**config.mk**
```make
export PLATFORM = sky130hd
export DESIGN_NAME = keyboard_receiver
export DESIGN_NICKNAME = d
export VERILOG_FILES = /design/src/rtl/keyboard_pkg.sv /design/src/rtl/scancode_map.sv /design/src/rtl/keyboard_receiver.sv
export SDC_FILE = /design/constraint.sdc
export NUM_CORES = 1
export LEC_CHECK = 0
export CAP_MARGIN = 15
export CORE_AREA = 2 2 92 94
export CTS_BUF_LIST = sky130_fd_sc_hd__clkbuf_4 sky130_fd_sc_hd__clkbuf_8
export DETAILED_ROUTE_END_ITERATION = 8
export DIE_AREA = 0 0 94 96
export MAX_ROUTING_LAYER = met4
export PLACE_DENSITY_LB_ADDON = 0.3
export SLEW_MARGIN = 20
export SYNTH_ARGS = -nofsm -noshare
export SYNTH_HDL_FRONTEND = slang
export SYNTH_SLANG_ARGS = --single-unit
```
**constraint.sdc**
```tcl
create_clock -name clk -period 8.55 [get_ports clk]
set_clock_uncertainty 0.05 [all_clocks]
set_input_delay 1.71 -clock clk [delete_from_list [all_inputs] [get_ports clk]]
set_output_delay 1.71 -clock clk [all_outputs]
set_load 0.01 [all_outputs]
```
**src/rtl/keyboard_pkg.sv**
```systemverilog
// Shared types and constants for the PS/2 keyboard receiver: FSM states,
// scan-code prefix bytes and Hack key codes for the non-printable keys.
package keyboard_pkg;

    typedef enum logic [1:0] {
        IDLE   = 2'd0,
        DATA   = 2'd1,
        PARITY = 2'd2,
        STOP   = 2'd3
    } ps2_state_t;

    localparam logic [7:0] PREFIX_EXT = 8'hE0;
    localparam logic [7:0] PREFIX_BRK = 8'hF0;

    localparam logic [15:0] KEY_SPACE     = 16'd32;
    localparam logic [15:0] KEY_NEWLINE   = 16'd128;
    localparam logic [15:0] KEY_BACKSPACE = 16'd129;
    localparam logic [15:0] KEY_LEFT      = 16'd130;
    localparam logic [15:0] KEY_UP        = 16'd131;
    localparam logic [15:0] KEY_RIGHT     = 16'd132;
    localparam logic [15:0] KEY_DOWN      = 16'd133;
    localparam logic [15:0] KEY_HOME      = 16'd134;
    localparam logic [15:0] KEY_END       = 16'd135;
    localparam logic [15:0] KEY_PGUP      = 16'd136;
    localparam logic [15:0] KEY_PGDN      = 16'd137;
    localparam logic [15:0] KEY_INSERT    = 16'd138;
    localparam logic [15:0] KEY_DELETE    = 16'd139;
    localparam logic [15:0] KEY_ESC       = 16'd140;
    localparam logic [15:0] KEY_F1        = 16'd141;
    localparam logic [15:0] KEY_F2        = 16'd142;
    localparam logic [15:0] KEY_F3        = 16'd143;
    localparam logic [15:0] KEY_F4        = 16'd144;
    localparam logic [15:0] KEY_F5        = 16'd145;
    localparam logic [15:0] KEY_F6        = 16'd146;
    localparam logic [15:0] KEY_F7        = 16'd147;
    localparam logic [15:0] KEY_F8        = 16'd148;
    localparam logic [15:0] KEY_F9        = 16'd149;
    localparam logic [15:0] KEY_F10       = 16'd150;
    localparam logic [15:0] KEY_F11       = 16'd151;
    localparam logic [15:0] KEY_F12       = 16'd152;

    // Printable keys map straight to their ASCII value.
    function automatic logic [15:0] ascii(input logic [7:0] c);
        return {8'h00, c};
    endfunction

endpackage

```
**src/rtl/scancode_map.sv**
```systemverilog
// Combinational scan-code set 2 to Hack key code translation.
// ext_i selects the E0-prefixed table; anything not listed maps to 0.
module scancode_map
    import keyboard_pkg::*;
(
    input  logic        ext_i,
    input  logic [7:0]  byte_i,
    output logic [15:0] code_o
);

    always_comb begin
        code_o = 16'd0;
        if (ext_i) begin
            case (byte_i)
                8'h6B:   code_o = KEY_LEFT;
                8'h75:   code_o = KEY_UP;
                8'h74:   code_o = KEY_RIGHT;
                8'h72:   code_o = KEY_DOWN;
                8'h6C:   code_o = KEY_HOME;
                8'h69:   code_o = KEY_END;
                8'h7D:   code_o = KEY_PGUP;
                8'h7A:   code_o = KEY_PGDN;
                8'h70:   code_o = KEY_INSERT;
                8'h71:   code_o = KEY_DELETE;
                default: code_o = 16'd0;
            endcase
        end else begin
            case (byte_i)
                8'h1C:   code_o = ascii(8'd65);  // A
                8'h32:   code_o = ascii(8'd66);
                8'h21:   code_o = ascii(8'd67);
                8'h23:   code_o = ascii(8'd68);
                8'h24:   code_o = ascii(8'd69);
                8'h2B:   code_o = ascii(8'd70);
                8'h34:   code_o = ascii(8'd71);
                8'h33:   code_o = ascii(8'd72);
                8'h43:   code_o = ascii(8'd73);
                8'h3B:   code_o = ascii(8'd74);
                8'h42:   code_o = ascii(8'd75);
                8'h4B:   code_o = ascii(8'd76);
                8'h3A:   code_o = ascii(8'd77);
                8'h31:   code_o = ascii(8'd78);
                8'h44:   code_o = ascii(8'd79);
                8'h4D:   code_o = ascii(8'd80);
                8'h15:   code_o = ascii(8'd81);
                8'h2D:   code_o = ascii(8'd82);
                8'h1B:   code_o = ascii(8'd83);
                8'h2C:   code_o = ascii(8'd84);
                8'h3C:   code_o = ascii(8'd85);
                8'h2A:   code_o = ascii(8'd86);
                8'h1D:   code_o = ascii(8'd87);
                8'h22:   code_o = ascii(8'd88);
                8'h35:   code_o = ascii(8'd89);
                8'h1A:   code_o = ascii(8'd90);  // Z
                8'h45:   code_o = ascii(8'd48);  // 0
                8'h16:   code_o = ascii(8'd49);
                8'h1E:   code_o = ascii(8'd50);
                8'h26:   code_o = ascii(8'd51);
                8'h25:   code_o = ascii(8'd52);
                8'h2E:   code_o = ascii(8'd53);
                8'h36:   code_o = ascii(8'd54);
                8'h3D:   code_o = ascii(8'd55);
                8'h3E:   code_o = ascii(8'd56);
                8'h46:   code_o = ascii(8'd57);  // 9
                8'h29:   code_o = KEY_SPACE;
                8'h5A:   code_o = KEY_NEWLINE;
                8'h66:   code_o = KEY_BACKSPACE;
                8'h76:   code_o = KEY_ESC;
                8'h05:   code_o = KEY_F1;
                8'h06:   code_o = KEY_F2;
                8'h04:   code_o = KEY_F3;
                8'h0C:   code_o = KEY_F4;
                8'h03:   code_o = KEY_F5;
                8'h0B:   code_o = KEY_F6;
                8'h83:   code_o = KEY_F7;
                8'h0A:   code_o = KEY_F8;
                8'h01:   code_o = KEY_F9;
                8'h09:   code_o = KEY_F10;
                8'h78:   code_o = KEY_F11;
                8'h07:   code_o = KEY_F12;
                default: code_o = 16'd0;
            endcase
        end
    end

endmodule

```
**src/rtl/keyboard_receiver.sv**
```systemverilog
// PS/2 keyboard receiver: frames bytes off the PS/2 lines and tracks the held
// Hack key code. Define PARITY_CHECK_EN to reject frames with bad odd parity.
module keyboard_receiver
    import keyboard_pkg::*;
#(
    parameter int TIMEOUT_CYCLES = 50000
) (
    input  logic        clk,
    input  logic        reset,
    input  logic        ps2_clk,
    input  logic        ps2_data,
    output logic [15:0] kb_out,
    output logic        byte_valid,
    output logic        frame_err
);

    localparam int CNT_W = $clog2(TIMEOUT_CYCLES + 1);
    localparam logic [CNT_W-1:0] TO_LAST = CNT_W'(TIMEOUT_CYCLES - 1);

    // Bit 0 carries ps2_clk, bit 1 carries ps2_data.
    logic [1:0]       meta_q;
    logic [1:0]       sync_q;
    logic             clk_prev_q;
    logic             fall;
    logic             data_s;

    ps2_state_t       state_q;
    logic [7:0]       shift_q;
    logic [7:0]       shift_d;
    logic [2:0]       bit_cnt_q;
    logic [CNT_W-1:0] to_cnt_q;
    logic             timeout_hit;
    logic             ext_q, ext_d;
    logic             brk_q, brk_d;
    logic [15:0]      kb_out_q, kb_out_d;
    logic             byte_valid_q;
    logic             frame_err_q;
    logic             parity_ok;
    logic [15:0]      code;

`ifdef PARITY_CHECK_EN
    logic             parity_q;
    assign parity_ok = ^{shift_q, parity_q};
`else
    assign parity_ok = 1'b1;
`endif

    always_ff @(posedge clk) begin
        if (reset) begin
            meta_q     <= 2'b11;
            sync_q     <= 2'b11;
            clk_prev_q <= 1'b1;
        end else begin
            meta_q     <= {ps2_data, ps2_clk};
            sync_q     <= meta_q;
            clk_prev_q <= sync_q[0];
        end
    end

    assign fall        = clk_prev_q & ~sync_q[0];
    assign data_s      = sync_q[1];
    assign timeout_hit = (state_q != IDLE) && (to_cnt_q == TO_LAST);
    assign shift_d     = {data_s, shift_q[7:1]};

    scancode_map u_map (
        .ext_i  (ext_q),
        .byte_i (shift_q),
        .code_o (code)
    );

    // Effect of accepting the byte currently held in shift_q.
    always_comb begin
        kb_out_d = kb_out_q;
        ext_d    = ext_q;
        brk_d    = brk_q;
        if (shift_q == PREFIX_EXT) begin
            ext_d = 1'b1;
        end else if (shift_q == PREFIX_BRK) begin
            brk_d = 1'b1;
        end else begin
            ext_d = 1'b0;
            brk_d = 1'b0;
            if (brk_q) begin
                if (code == kb_out_q) begin
                    kb_out_d = 16'd0;
                end
            end else if (code != 16'd0) begin
                kb_out_d = code;
            end
        end
    end

    always_ff @(posedge clk) begin
        if (reset) begin
            state_q      <= IDLE;
            shift_q      <= 8'h00;
            bit_cnt_q    <= 3'd0;
            to_cnt_q     <= '0;
            ext_q        <= 1'b0;
            brk_q        <= 1'b0;
            kb_out_q     <= 16'd0;
            byte_valid_q <= 1'b0;
            frame_err_q  <= 1'b0;
`ifdef PARITY_CHECK_EN
            parity_q     <= 1'b0;
`endif
        end else begin
            byte_valid_q <= 1'b0;
            frame_err_q  <= 1'b0;
            if (state_q != IDLE) begin
                to_cnt_q <= to_cnt_q + CNT_W'(1);
            end

            // Timeout wins over a coincident falling edge.
            if (timeout_hit) begin
                state_q     <= IDLE;
                to_cnt_q    <= '0;
                bit_cnt_q   <= 3'd0;
                frame_err_q <= 1'b1;
            end else if (fall) begin
                to_cnt_q <= '0;
                case (state_q)
                    IDLE: begin
                        if (!data_s) begin
                            state_q   <= DATA;
                            bit_cnt_q <= 3'd0;
                        end
                    end
                    DATA: begin
                        shift_q   <= shift_d;
                        bit_cnt_q <= bit_cnt_q + 3'd1;
                        if (bit_cnt_q == 3'd7) begin
                            state_q <= PARITY;
                        end
                    end
                    PARITY: begin
`ifdef PARITY_CHECK_EN
                        parity_q <= data_s;
`endif
                        state_q <= STOP;
                    end
                    STOP: begin
                        state_q <= IDLE;
                        if (data_s && parity_ok) begin
                            byte_valid_q <= 1'b1;
                            kb_out_q     <= kb_out_d;
                            ext_q        <= ext_d;
                            brk_q        <= brk_d;
                        end else begin
                            frame_err_q <= 1'b1;
                        end
                    end
                    default: state_q <= IDLE;
                endcase
            end
        end
    end

    assign kb_out     = kb_out_q;
    assign byte_valid = byte_valid_q;
    assign frame_err  = frame_err_q;

endmodule

```
==> impl_metrics.yaml <==
detailed_routing:
  finalWirelength_um: 13160
  dr.pass1.iters: 7
  avgRoutedWirePerCell_um: 19.94
  via_per_inst: 6.844
  drcViolationCount: 0
  via_count: 4517
  ant_nets: 0
  drt_iter0_drc: 500
critical_path:
  worstPathRequired_ps: 8730
  rr_startpoint: "state_q[0]$_SDFFE_PP0P_"
  max_stage_delay_ps: 1050
  rr_worst_depth: 12
  crit_family: "buffers and inverters"
  r2r_slack_ps: 4030
  critPathLaunchType: "input pin"
  cp_num_buf_inv: 3
  worstPathArrival_ps: 5780
  crit_slowest_cell: "clkdlybuf4s50_1"
  cp.depth: 11
  crit_path_start: "reset"
  critPathMaxFanout: 25
  path_class: "in -> reg"
  critPathCaptureType: "register"
  crit_chain: "clkdlybuf4s50_1 -> clkinv_1 -> nand2_1 -> mux2i_1 -> ha_1 -> inv_1 -> nor3_1 -> a32o_1 -> a221o_1 -> a211oi_1 -> o21ai_1"
cells_and_area:
  utilization_pct: 56.50
  layout_common_cells: "54 x dfxtp_1, 51 x nand2_1, 51 x nor2_1, 34 x a21oi_1, 25 x o21ai_0"
  nFillCells: 777
  antenna-diode-count: 0
  drive_gt1_share_pct: 6.306
  syn2layout_area_growth_pct: 4.965
  fin_nets: 574
  layout_commonest_cell: "dfxtp_1"
synth:
  synth_top_family_by_area: "compound AO/OA/AOI/OAI gates"
  synth-adder-area-share_pct: 4.619
  ys_warn_count: 0
  synthArstFlopShare_pct: 0
  synth_edf_count: 0
  synth_seq_cells: 54
  ys.flop_type: "dfxtp_1"
  synth_cell_type_count: 79
  yosysSeqAreaShare_pct: 24.94
  syn_avg_cell_area_um2: 7.617
  synth_area_um2: 4334
  synthSimpleGateAreaFrac_pct: 25.49
  synth-compound-area-share_pct: 27.97
  synth_cells: 569
  synth_mux_area_share_pct: 4.908
  synth_xor_area_share_pct: 4.648
floorplan:
  io_pins: 22
  start_util_pct: 53.83
  die_w_um: 94
  dieArea_um2: 9024
  die_y_um: 96
  rows: 33
  core_area_um2: 8051
placement:
  place_congestion: 1.078
  dp.final_hpwl_um: 9330
  port_buffers: 13
cts:
  cts_hold_buf: 0
  ctsLongestPathBuffers: 2
  cts-root-buf: "clkbuf_8"
  cts-htree-levels: 2
  numClockSinks: 54
  clk_pin_slew_ps: 130
  clock_latency_ps: 330
  cts_resized: 0
  cts_buffers: 5
  postCtsSetupRepairBufs: 0
  tritoncts: "done"
timing:
  tightestPinTransition_ps: 992.9
  fmax_mhz: 178.9
  relSlewSlack_pct: 33.71
  rsz0062_at_grt: "false"
  finalSetupViolations: 0
  fin_crit_sh_pct: 65.39
  finalMaxSlewViolations: 0
  period_needed_ps: 5591
  hold_violations: 0
  fin_tns_setup_ps: 0
power_and_ir_drop:
  powerDensity_nw_per_um2: 100.8
  p_leak_uw: 0.001537
  ir_drop_mv: 0.06846
hold_path:
  hold_class: "reg -> reg"
global_route:
  track_usage_pct: 31.06
  grt_pass1_wl_um: 21470
  grt_pass1_vias: 4036
  grt_overflow_total: 0
  grt_max_degree: 36
  antenna_found_initial: 0
run_status:
  run_status: "finished clean"
job:
  maxCapViolCount: 0
## worst min path at each step
stage                                    start              endpoint  slack, ps  cells past startpoint
after floorplan           meta_q[0]$_SDFF_PP1_  sync_q[0]$_SDFF_PP1_        340                      1
after global placement    meta_q[0]$_SDFF_PP1_  sync_q[0]$_SDFF_PP1_        340                      1
after detailed placement  meta_q[1]$_SDFF_PP1_  sync_q[1]$_SDFF_PP1_        350                      1
after CTS                 meta_q[0]$_SDFF_PP1_  sync_q[0]$_SDFF_PP1_        380                      1
after global routing      meta_q[0]$_SDFF_PP1_  sync_q[0]$_SDFF_PP1_        390                      1
final                     meta_q[0]$_SDFF_PP1_  sync_q[0]$_SDFF_PP1_        380                      1
## cell usage after synthesis, drive strengths merged (8+ instances only)
master   n  area (µm²)
xor2    10       87.58
clkbuf  29       108.9
xnor2   13       113.9
a211oi   8       60.06
inv     22       82.58
nand2   51       191.4
buf     17       122.6
nand2b  11       68.82
a21oi   36       187.7
mux2i   17       190.2
nor2    51       191.4
a31oi   14       87.58
nand3   16       80.08
nor3    23       115.1
nor2b   12       75.07
dfxtp   54        1081
ha      16       200.2
o31ai   12       90.09
o21ai   28       140.1
## area by class of cell
| cell class | instances | area [µm²] | share of cell area [%] |
|---|---|---|---|
| repair buffers | 17 | 160.2 | 3.520 |
| clock buffers | 5 | 68.82 | 1.513 |
| inverters | 23 | 86.33 | 1.898 |
| flip-flops and latches | 54 | 1081 | 23.76 |
| multi-input cells | 453 | 2973 | 65.35 |
| well taps | 105 | 131.4 | 2.888 |
| clock inverters | 3 | 48.80 | 1.073 |
## power breakdown
group	internal [µW]	switching (µW)	leakage [µW]
combinational	3.58	9.80	0.00105
sequential	253	0.624	0.000436
clock	89.6	102	0.0000563
## through the flow
stage | cells | setup WS [ps] | instance area [µm²] | hold slack, ps | total power (µW)
after floorplan | 576 | 4476 | 4360 | 339.5 | 271.6
after global placement | 652 | 2762 | 4432 | 340.8 | 272.0
after detailed placement | 652 | 2704 | 4432 | 353.3 | 272.2
after CTS | 660 | 3052 | 4549 | 376.0 | 459.4
after global routing | 660 | 2640 | 4549 | 388.0 | 470.0
final | 660 | 2959 | 4549 | 375.9 | 458.4
## per-layer routing
metal | share of wire (%) | GRT usage [%] | routed length (µm)
met1 | 43 | 40.73 | 5610
met2 | 42 | 46.31 | 5594
met3 | 8.8 | 4.464 | 1154
met4 | 6.1 | 16.79 | 803
met5 | 0 | - | 0
## cell families after synthesis
logic type | count (synthesis)
DFF | 54
xor gates and xnor gates | 23
buffers and inverters | 69
AOI/OAI and AO/OA | 172
adders and majority gates | 16
other | 1
and+or+nand+nor | 215
muxes | 19
## worst register-to-register path: cells and delay by family (launching register included)
| family | cells | cell delay (ps) |
|---|---|---|
| AO/OA/AOI/OAI | 5 | 1310 |
| adder cells (fa/ha/maj) | 2 | 920 |
| buffers and inverters | 3 | 720 |
| multiplexers | 1 | 620 |
| AND/OR/NAND/NOR | 1 | 420 |
| flip-flops | 1 | 400 |
Note: power is estimated with default switching activity, not from simulation.
